**config.mk**
```make
export PLATFORM = sky130hd
export DESIGN_NAME = rle_line_encoder
export DESIGN_NICKNAME = d
export VERILOG_FILES = /design/src/rtl/rle_line_encoder.sv
export SDC_FILE = /design/constraint.sdc
export NUM_CORES = 1
export LEC_CHECK = 0
export ABC_AREA = 1
export CORE_MARGIN = 1.5
export CORE_UTILIZATION = 32
export DETAILED_ROUTE_END_ITERATION = 6
export HOLD_SLACK_MARGIN = 0.12
export MAX_ROUTING_LAYER = met4
export PLACE_DENSITY = 0.51
export SYNTH_ARGS = -nofsm -noshare
export SYNTH_HDL_FRONTEND = slang
export SYNTH_SLANG_ARGS = --single-unit
```
**constraint.sdc**
```tcl
create_clock -name CLK -period 12.3 [get_ports CLK]
set_input_delay 3.075 -clock CLK [delete_from_list [all_inputs] [get_ports CLK]]
set_output_delay 3.075 -clock CLK [all_outputs]
set_load 0.02 [all_outputs]
```
**src/rtl/rle_line_encoder.sv**
```systemverilog
// Binary mask to run-length encoder: one pixel per accepted cycle, up to two
// run words per cycle into a first-word-fall-through FIFO with valid/ready output.
module rle_line_encoder #(
   parameter int IMG_W      = 640,
   parameter int LEN_W      = 11,
   parameter int FIFO_DEPTH = 16
) (
   input  logic             CLK,
   input  logic             RST,
   input  logic             in_valid,
   input  logic             in_bit,
   input  logic             in_sop,
   output logic [LEN_W-1:0] run_len,
   output logic             run_sym,
   output logic             run_last,
   output logic             run_valid,
   input  logic             run_ready,
   output logic             overflow
);

   localparam int               AW      = $clog2(FIFO_DEPTH);
   localparam int               WW      = LEN_W + 2;
   localparam logic [LEN_W-1:0] X_LAST  = LEN_W'(IMG_W - 1);
   localparam logic [AW:0]      DEPTH_C = (AW+1)'(FIFO_DEPTH);

   // Run / position state
   logic [LEN_W-1:0] r_x;
   logic [LEN_W-1:0] r_cur_len;
   logic             r_cur_sym;
   logic             r_overflow;

   // FIFO storage, word layout {len, sym, last}
   logic [WW-1:0]    r_mem [FIFO_DEPTH];
   logic [AW-1:0]    r_wr_ptr;
   logic [AW-1:0]    r_rd_ptr;
   logic [AW:0]      r_count;

   logic [LEN_W-1:0] w_x_eff;
   logic [LEN_W-1:0] w_x_nxt;
   logic [LEN_W-1:0] w_len_nxt;
   logic [LEN_W-1:0] w_run_len;
   logic             w_sym_nxt;
   logic             w_toggle;
   logic [1:0]       w_npush;
   logic [WW-1:0]    w_word0;
   logic [WW-1:0]    w_word1;
   logic [AW:0]      w_free;
   logic [AW:0]      w_push_n;
   logic             w_drop;
   logic             w_pop;

   always_comb begin
      w_x_eff   = in_sop ? '0 : r_x;
      w_x_nxt   = r_x;
      w_len_nxt = r_cur_len;
      w_sym_nxt = r_cur_sym;
      w_npush   = 2'd0;
      w_word0   = '0;
      w_word1   = '0;
      w_toggle  = (in_bit != r_cur_sym);
      w_run_len = w_toggle ? LEN_W'(1) : r_cur_len + LEN_W'(1);
      if (in_valid) begin
         w_x_nxt = (w_x_eff == X_LAST) ? '0 : w_x_eff + LEN_W'(1);
         if (w_x_eff == '0) begin
            // A line starting with 1 gets a zero-length symbol-0 run first
            w_sym_nxt = in_bit;
            w_len_nxt = LEN_W'(1);
            if (in_bit) begin
               w_npush = 2'd1;
               w_word0 = '0;
            end
         end else begin
            if (w_toggle) begin
               w_word0 = {r_cur_len, r_cur_sym, 1'b0};
               w_npush = 2'd1;
            end
            if (w_x_eff == X_LAST) begin
               // Closing run goes behind the toggled-out run when both occur
               if (w_toggle) begin
                  w_word1 = {w_run_len, in_bit, 1'b1};
                  w_npush = 2'd2;
               end else begin
                  w_word0 = {w_run_len, in_bit, 1'b1};
                  w_npush = 2'd1;
               end
               w_len_nxt = '0;
               w_sym_nxt = 1'b0;
            end else begin
               w_len_nxt = w_run_len;
               w_sym_nxt = in_bit;
            end
         end
      end
   end

   // Space is judged on occupancy before this cycle's pop; a short FIFO drops every push
   always_comb begin
      w_free   = DEPTH_C - r_count;
      w_drop   = ((AW+1)'(w_npush) > w_free);
      w_push_n = w_drop ? '0 : (AW+1)'(w_npush);
      w_pop    = run_valid && run_ready;
   end

   always_ff @(posedge CLK) begin
      if (RST) begin
         r_x       <= '0;
         r_cur_len <= '0;
         r_cur_sym <= 1'b0;
      end else begin
         r_x       <= w_x_nxt;
         r_cur_len <= w_len_nxt;
         r_cur_sym <= w_sym_nxt;
      end
   end

   always_ff @(posedge CLK) begin
      if (RST) begin
         r_overflow <= 1'b0;
      end else if (w_drop) begin
         r_overflow <= 1'b1;
      end else if (in_valid && in_sop) begin
         r_overflow <= 1'b0;
      end
   end

   always_ff @(posedge CLK) begin
      if (!w_drop && (w_npush != 2'd0)) begin
         r_mem[r_wr_ptr] <= w_word0;
      end
      if (!w_drop && (w_npush == 2'd2)) begin
         r_mem[r_wr_ptr + AW'(1)] <= w_word1;
      end
   end

   always_ff @(posedge CLK) begin
      if (RST) begin
         r_wr_ptr <= '0;
         r_rd_ptr <= '0;
         r_count  <= '0;
      end else begin
         r_wr_ptr <= r_wr_ptr + w_push_n[AW-1:0];
         r_rd_ptr <= r_rd_ptr + AW'(w_pop);
         r_count  <= r_count + w_push_n - (AW+1)'(w_pop);
      end
   end

   assign run_valid = (r_count != '0);
   assign {run_len, run_sym, run_last} = run_valid ? r_mem[r_rd_ptr] : '0;
   assign overflow  = r_overflow;

endmodule

```
* Word-level counts from Yosys, hierarchy flattened
Memories as Yosys holds them, arrays and structs flattened. A register that Yosys moved wholly into a read port is not among the register bits.
Index checks and enable logic that the tools add are counted.
** Word-level totals
- Bits in writable memories :: 208
- Register bits after elaboration :: 37
- Output and inout port bits :: 15
- Input bits :: 6
- Word-level logic and storage cells :: 60
- Memories kept :: 1
** Cells by class
- Muxes and demuxes :: 31
- Equal/unequal tests :: 3
- Order comparisons :: 1
- Reduce and logical (&&, ||, !) cells :: 9
- $add $sub $neg :: 8
** Memories
- r_mem :: words 16, bits a word 13, read ports 1, clocked after Yosys merged registers in 1, write ports 2, RTL line 33 : logic [WW-1:0] r_mem [FIFO_DEPTH];
** Operators with widths (number)
- $mux W13 :: 10
- $mux W11 :: 5
- $add A11 B1 Y11 const B :: 2
- $eq A11 B10 Y1 const B :: 1
- $logic_not A11 Y1 :: 1
- $mux W1 :: 10
- $mux W2 :: 5
- $add A5 B2 Y5 :: 1
- $gt A2 B5 Y1 :: 1
- $reduce_bool A5 Y1 :: 1
- $sub A5 B1 Y5 :: 1
- $sub A5 B5 Y5 const A :: 1
- $add A4 B1 Y4 :: 1
- $add A4 B1 Y4 const B :: 1
- $add A4 B2 Y4 :: 1
- $logic_and A1 B1 Y1 :: 4
- $mux W4 :: 1
- $reduce_bool A2 Y1 :: 2
- $eq A2 B2 Y1 const B :: 1
- $logic_not A1 Y1 :: 1
- $ne A1 B1 Y1 :: 1

* Depth between registers and ports, before layout
- Depth in word-level cells :: 10
- Depth in mapped cells :: 26

* Least setup slack after synthesis
OpenSTA, ideal clock, no wires.
- Path kind :: input-to-reg
- Start :: in in_bit
- End :: reg r_count[4]
- Library setup time :: 0.125 ns
- Buffers on the path :: 2
- Required time :: 12.175 ns
- Stages on the path :: 23
- Arrival time :: 6.679 ns
- Path slack :: 5.496 ns
- Cell sequence :: inv_1 -> ha_1 -> clkbuf_1 -> clkinv_1 -> ha_1 -> inv_1 -> nand2_2 -> nand3_4 -> buf_6 -> ha_1 -> nand2_1 -> nand4_1 -> nor2_2 -> nor2_1 -> inv_1 -> ha_1 -> inv_1 -> ha_1 -> fa_1 -> a21oi_1 -> o21ai_0 -> o21ai_0 -> a21oi_1
** On the way
- Longest elaborated chain between the ends :: 9
** Ends and longest elaborated chain
- start: declaration :: RTL line 11 : input logic in_bit,
- $ne A1 B1 Y1 :: RTL line 60 : w_toggle = (in_bit != r_cur_sym);
- $mux W1 / $mux W2 (equally long branches) :: RTL line 73, 79
- $mux W2 :: RTL line 77 : if (w_x_eff == X_LAST) begin
- $mux W2 * :: RTL line 64 : if (w_x_eff == '0) begin
- $mux W2 * :: RTL line 62 : if (in_valid) begin
- $gt A2 B5 Y1 :: RTL line 99 : w_drop = ((AW+1)'(w_npush) > w_free);
- $mux W2 * :: RTL line 100 : w_push_n = w_drop ? '0 : (AW+1)'(w_npush);
- $add A5 B2 Y5 * :: RTL line 143 : r_count <= r_count + w_push_n - (AW+1)'(w_pop);
- $sub A5 B1 Y5 * :: RTL line 143
- end signal: assignment :: RTL line 143
- end: declaration :: RTL line 36 : logic [AW:0] r_count;
Mark *: on every way between the ends. The rest lies on a longest branch, timed or not.
A chain may end at the register's enable or synchronous reset.

==> Implementation_results.wiki <==
{| class="wikitable"
! Metric !! Value
|-
| Arrival time reported for the critical path endpoint || ~7.8 ns
|-
| Critical Path Source || in_bit
|-
| Slew Viols, Final || 0
|-
| Ports placed on the boundary || 21
|-
| Largest buffer count on any clock path || 3
|-
| Avg Inst Size Synth || about 9.3 µm²
|-
| Worst R2R End || r_mem[6][10]$_DFFE_PP_
|-
| Net count after synthesis || 1,387
|-
| Result of the run || finished clean
|-
| Startpoint of the worst-slack reg-to-reg timing path || r_cur_sym$_SDFFE_PP0P_
|-
| Hold Path Class || reg -> reg
|-
| Category of the worst setup path capture point || flip-flop
|-
| Hold path depth || 2
|-
| Total met2 wirelength after detailed routing || 15.60 mm
|-
| Final routed wire length divided by cell count || between 15 and 20 µm
|-
| Type of the worst setup path || in -> reg
|-
| Ratio of cells with drive above 1 in the final layout || 12.44%
|-
| Uppermost layer routed || met4
|-
| Startpoint class of the critical path || primary input
|-
| Buffer type at the clock tree root || sky130_fd_sc_hd__clkbuf_16
|-
| Average vias per placed instance || 4.963
|-
| Final total negative setup slack || 0 ns
|-
| Setup slack on the worst flop-to-flop path || roughly 7.4 ns
|-
| Required time worst endpoint || 12.45 ns
|-
| Instance count of the mapped netlist || 1,356
|-
| Min Clock Period, post-route || around 7.7 ns
|-
| Setup repair after global routing missed its margin || no
|-
| Achievable frequency || about 130 MHz
|-
| Number of buffers inserted to repair setup after CTS || 0
|-
| Maximum vdd drop || between 0.1 and 0.15 mV
|-
| Measured slew at the worst slew-check pin || a little under 1 ns
|-
| Number of DRC markers in iteration 0 || 725
|-
| GRT Residual Overflow || 0
|-
| Net count, final || between 1,000 and 1,500
|-
| Overall die height || 201.2 µm
|-
| Post-Syn Area || ~13,000 µm²
|-
| Gates resized, CTS repair || 0
|-
| Number of clock buffers inserted by TritonCTS || 28
|-
| Final weighted congestion in routability-driven placement || 0.8475
|-
| Number of sinks on the clock net || ~250
|-
| Number of enable-type register cells in the synthesized netlist || roughly 210
|-
| End point of the worst hold path || r_x[10]$_SDFFE_PP0P_
|-
| Sequential area share after synthesis || 55.58%
|-
| Via count of the first global-routing pass || around 8,900
|-
| Min-delay src || r_x[10]$_SDFFE_PP0P_
|-
| Wire length of the first global-routing pass || between 50 and 60 mm
|-
| Largest net degree at the start of global routing || between 90 and 100
|-
| Setup violations, final || 0
|-
| Count of input and output buffers || 20
|-
| Source-to-sink clock delay at the later pin of the worst-skew pair || between 0.5 and 0.6 ns
|-
| R2r worst-path depth || 13
|-
| Async set or reset register ratio after synthesis || 0%
|-
| Yosys top cell area share || about half
|-
| Core Rows || 72
|-
| Clock-pin transition on the worst setup and hold timing paths || about 0.060 ns
|-
| Primary flip-flop cell chosen by synthesis mapping || sky130_fd_sc_hd__edfxtp_1
|-
| X dimension of the die || 201.2 µm
|-
| Diodes inserted || 0
|-
| Sum of net half-perimeters after detailed placement || 22.44 mm
|-
| Number of antenna violations at the first check in global routing || 0
|-
| Starting density of the core || approximately 32%
|-
| Worst setup skew after layout || about 0.014 ns
|-
| DRC violations left || 0
|-
| Area of the core || roughly 39,000 µm²
|-
| Die footprint || about 40,000 µm²
|-
| Met3 WL || approximately 1.8 mm
|-
| DR vias || slightly above 9,000
|-
| Peak fanout along the critical path || 19
|-
| Area overhead of the layout relative to synthesis || 11.14%
|-
| Antenna violation net count after detailed routing || 0
|-
| Initial DRT Pass Iterations || 7
|-
| Leakage power of the design || 5.402 nW
|-
| Global-route usage over all layers || approximately 18%
|-
| Number of synthesis warnings || 0
|-
| Number of buffers inserted by hold repair at cts || 0
|-
| Overall routed net length || around 35 mm
|-
| Period Utilization, post-route || between 60% and 70%
|-
| Top area cells in the synthesized netlist || sky130_fd_sc_hd__edfxtp_1 50%, sky130_fd_sc_hd__nor2_1 9.3%, sky130_fd_sc_hd__dfxtp_1 5.9%
|-
| Met1 Wirelength || ~17 mm
|-
| MaxCap Viol Count || 0
|-
| Hold Fails Final Rpt || 0
|-
| Register bit count reported by yosys || around 250
|-
| Worst max-slew margin expressed relative to the limit || 34.59%
|-
| Distinct cell type count after synthesis || 40
|-
| H-tree levels || 1
|-
| Fillers || approximately 4,000
|-
| Cell taking the most area after synthesis || sky130_fd_sc_hd__edfxtp_1
|-
| Cell area power density || approximately 170 nW/µm²
|-
| Clock tree from TritonCTS || yes
|-
| Worst hold margin || slightly below 0.5 ns
|}
==> logic make-up after synthesis <==
logic type	count (synthesis)	share of synthesized area [%]
AOI/OAI and AO/OA	245	11.08
DFF	245	55.58
buffers and inverters	159	5.633
adders and majority gates	25	2.608
xor gates and xnor gates	6	0.4180
and+or+nand+nor	676	24.68
==> flip-flops by register name (all words and copies together), names as in the netlist <==
register and count:
r_count 5, r_cur_sym 1, r_wr_ptr 4, overflow 1, r_x 11, r_cur_len 11
r_rd_ptr 4, r_mem 208
==> cell usage after synthesis (2+ instances only) <==
| cell type | number |
|---|---|
| sky130_fd_sc_hd__nor2_4 | 2 |
| sky130_fd_sc_hd__clkinv_1 | 3 |
| sky130_fd_sc_hd__nor2_1 | 310 |
| sky130_fd_sc_hd__edfxtp_1 | 208 |
| sky130_fd_sc_hd__buf_1 | 4 |
| sky130_fd_sc_hd__o221ai_1 | 9 |
| sky130_fd_sc_hd__nor2_8 | 2 |
| sky130_fd_sc_hd__nand3_2 | 2 |
| sky130_fd_sc_hd__inv_1 | 64 |
| sky130_fd_sc_hd__nand2_4 | 3 |
| sky130_fd_sc_hd__dfxtp_1 | 37 |
| sky130_fd_sc_hd__o211ai_1 | 44 |
| sky130_fd_sc_hd__buf_6 | 6 |
| sky130_fd_sc_hd__nand2_2 | 14 |
| sky130_fd_sc_hd__o22ai_1 | 2 |
| sky130_fd_sc_hd__nor3_1 | 2 |
| sky130_fd_sc_hd__o21ai_0 | 135 |
| sky130_fd_sc_hd__xnor2_1 | 2 |
| sky130_fd_sc_hd__xor2_1 | 4 |
| sky130_fd_sc_hd__nand2_1 | 182 |
| sky130_fd_sc_hd__buf_2 | 5 |
| sky130_fd_sc_hd__nand4_1 | 7 |
| sky130_fd_sc_hd__nand3_4 | 12 |
| sky130_fd_sc_hd__inv_2 | 12 |
| sky130_fd_sc_hd__inv_4 | 9 |
| sky130_fd_sc_hd__nand3b_1 | 3 |
| sky130_fd_sc_hd__nor2_2 | 64 |
| sky130_fd_sc_hd__nand3_1 | 73 |
| sky130_fd_sc_hd__ha_1 | 23 |
| sky130_fd_sc_hd__o21ai_1 | 2 |
| sky130_fd_sc_hd__clkbuf_1 | 46 |
| sky130_fd_sc_hd__fa_1 | 2 |
| sky130_fd_sc_hd__buf_4 | 10 |
| sky130_fd_sc_hd__a21oi_1 | 47 |
==> worst max-delay path by stage <==
stage	slack, ns	to
after global placement	4.15	r_mem[7][3]$_DFFE_PP_
final	4.63	r_mem[6][10]$_DFFE_PP_
after CTS	4.65	r_count[4]$_SDFF_PP0_
after detailed placement	4.10	r_mem[6][3]$_DFFE_PP_
after global routing	4.20	r_count[4]$_SDFF_PP0_
after floorplan	5.50	r_count[4]$_SDFF_PP0_
==> area by class of cell <==
type / count / area, µm² / share of cell area (%)
well taps: 518 / 648.1 / 4.639
clock inverters: 10 / 88.84 / 0.6359
clock buffers: 36 / 760.7 / 5.445
inverters: 88 / 352.8 / 2.526
repair buffers: 27 / 252.7 / 1.809
multi-input cells: 952 / 4876 / 34.90
flip-flops and latches: 245 / 6992 / 50.04
==> power breakdown <==
group	switching, mW	leakage [nW]	internal [mW]
clock network	0.335	0.414	0.453
logic	0.458	2.68	0.201
registers	0.0191	2.30	0.916
total	0.812	5.40	1.57
==> layer usage <==
metal | vias to the layer above | GRT usage [%]
li1 | 4573 | -
met1 | 4438 | 25.23
met2 | 252 | 27.06
met3 | 47 | 2.365
met4 | 0 | 3.865
met5 | - | -
==> cells in the final DEF, fill, tap and decap left out, drive strengths merged, types with 2 or more instances in the layout <==
cell,Yosys,final
a21oi,47,47
edfxtp,208,208
clkdlybuf4s50,0,20
nor2,378,378
o211ai,45,45
nor3,2,2
xnor2,2,2
inv,85,85
o221ai,9,9
o21ai,137,137
buf,25,7
clkbuf,46,36
nand3,87,87
o22ai,2,2
xor2,4,4
nand4,7,7
fa,2,2
nand2,199,199
ha,23,23
dfxtp,37,37
clkinv,3,11
nand3b,3,3
==> worst max-delay path: stages <==
cell and delay [ns]:
sky130_fd_sc_hd__clkdlybuf4s50_1 0.51, sky130_fd_sc_hd__inv_1 0.08, sky130_fd_sc_hd__ha_1 0.63, sky130_fd_sc_hd__clkinv_1 0.43
sky130_fd_sc_hd__ha_1 0.40, sky130_fd_sc_hd__inv_1 0.05, sky130_fd_sc_hd__nand2_2 0.08, sky130_fd_sc_hd__nand3_4 0.33
sky130_fd_sc_hd__ha_1 0.45, sky130_fd_sc_hd__nand2_1 0.07, sky130_fd_sc_hd__nand4_1 0.10, sky130_fd_sc_hd__nor2_2 0.27
sky130_fd_sc_hd__clkinv_1 0.61, sky130_fd_sc_hd__nand3_1 0.31, sky130_fd_sc_hd__nand2_1 0.41
==> metrics by stage <==
stage	util (%)	area, µm²	instances	setup WS, ns	total power [mW]
2_1_floorplan	-	12570	1356	5.496	1.345
3_5_place_dp	33.87	13120	1830	4.099	1.613
5_1_grt	36.07	13970	1876	4.200	2.503
6_report	36.07	13970	1876	4.625	2.382
3_3_place_gp	33.87	13120	1830	4.151	1.615
4_1_cts	36.07	13970	1876	4.654	2.399
No activity file was read; power rests on OpenSTA's default activity.
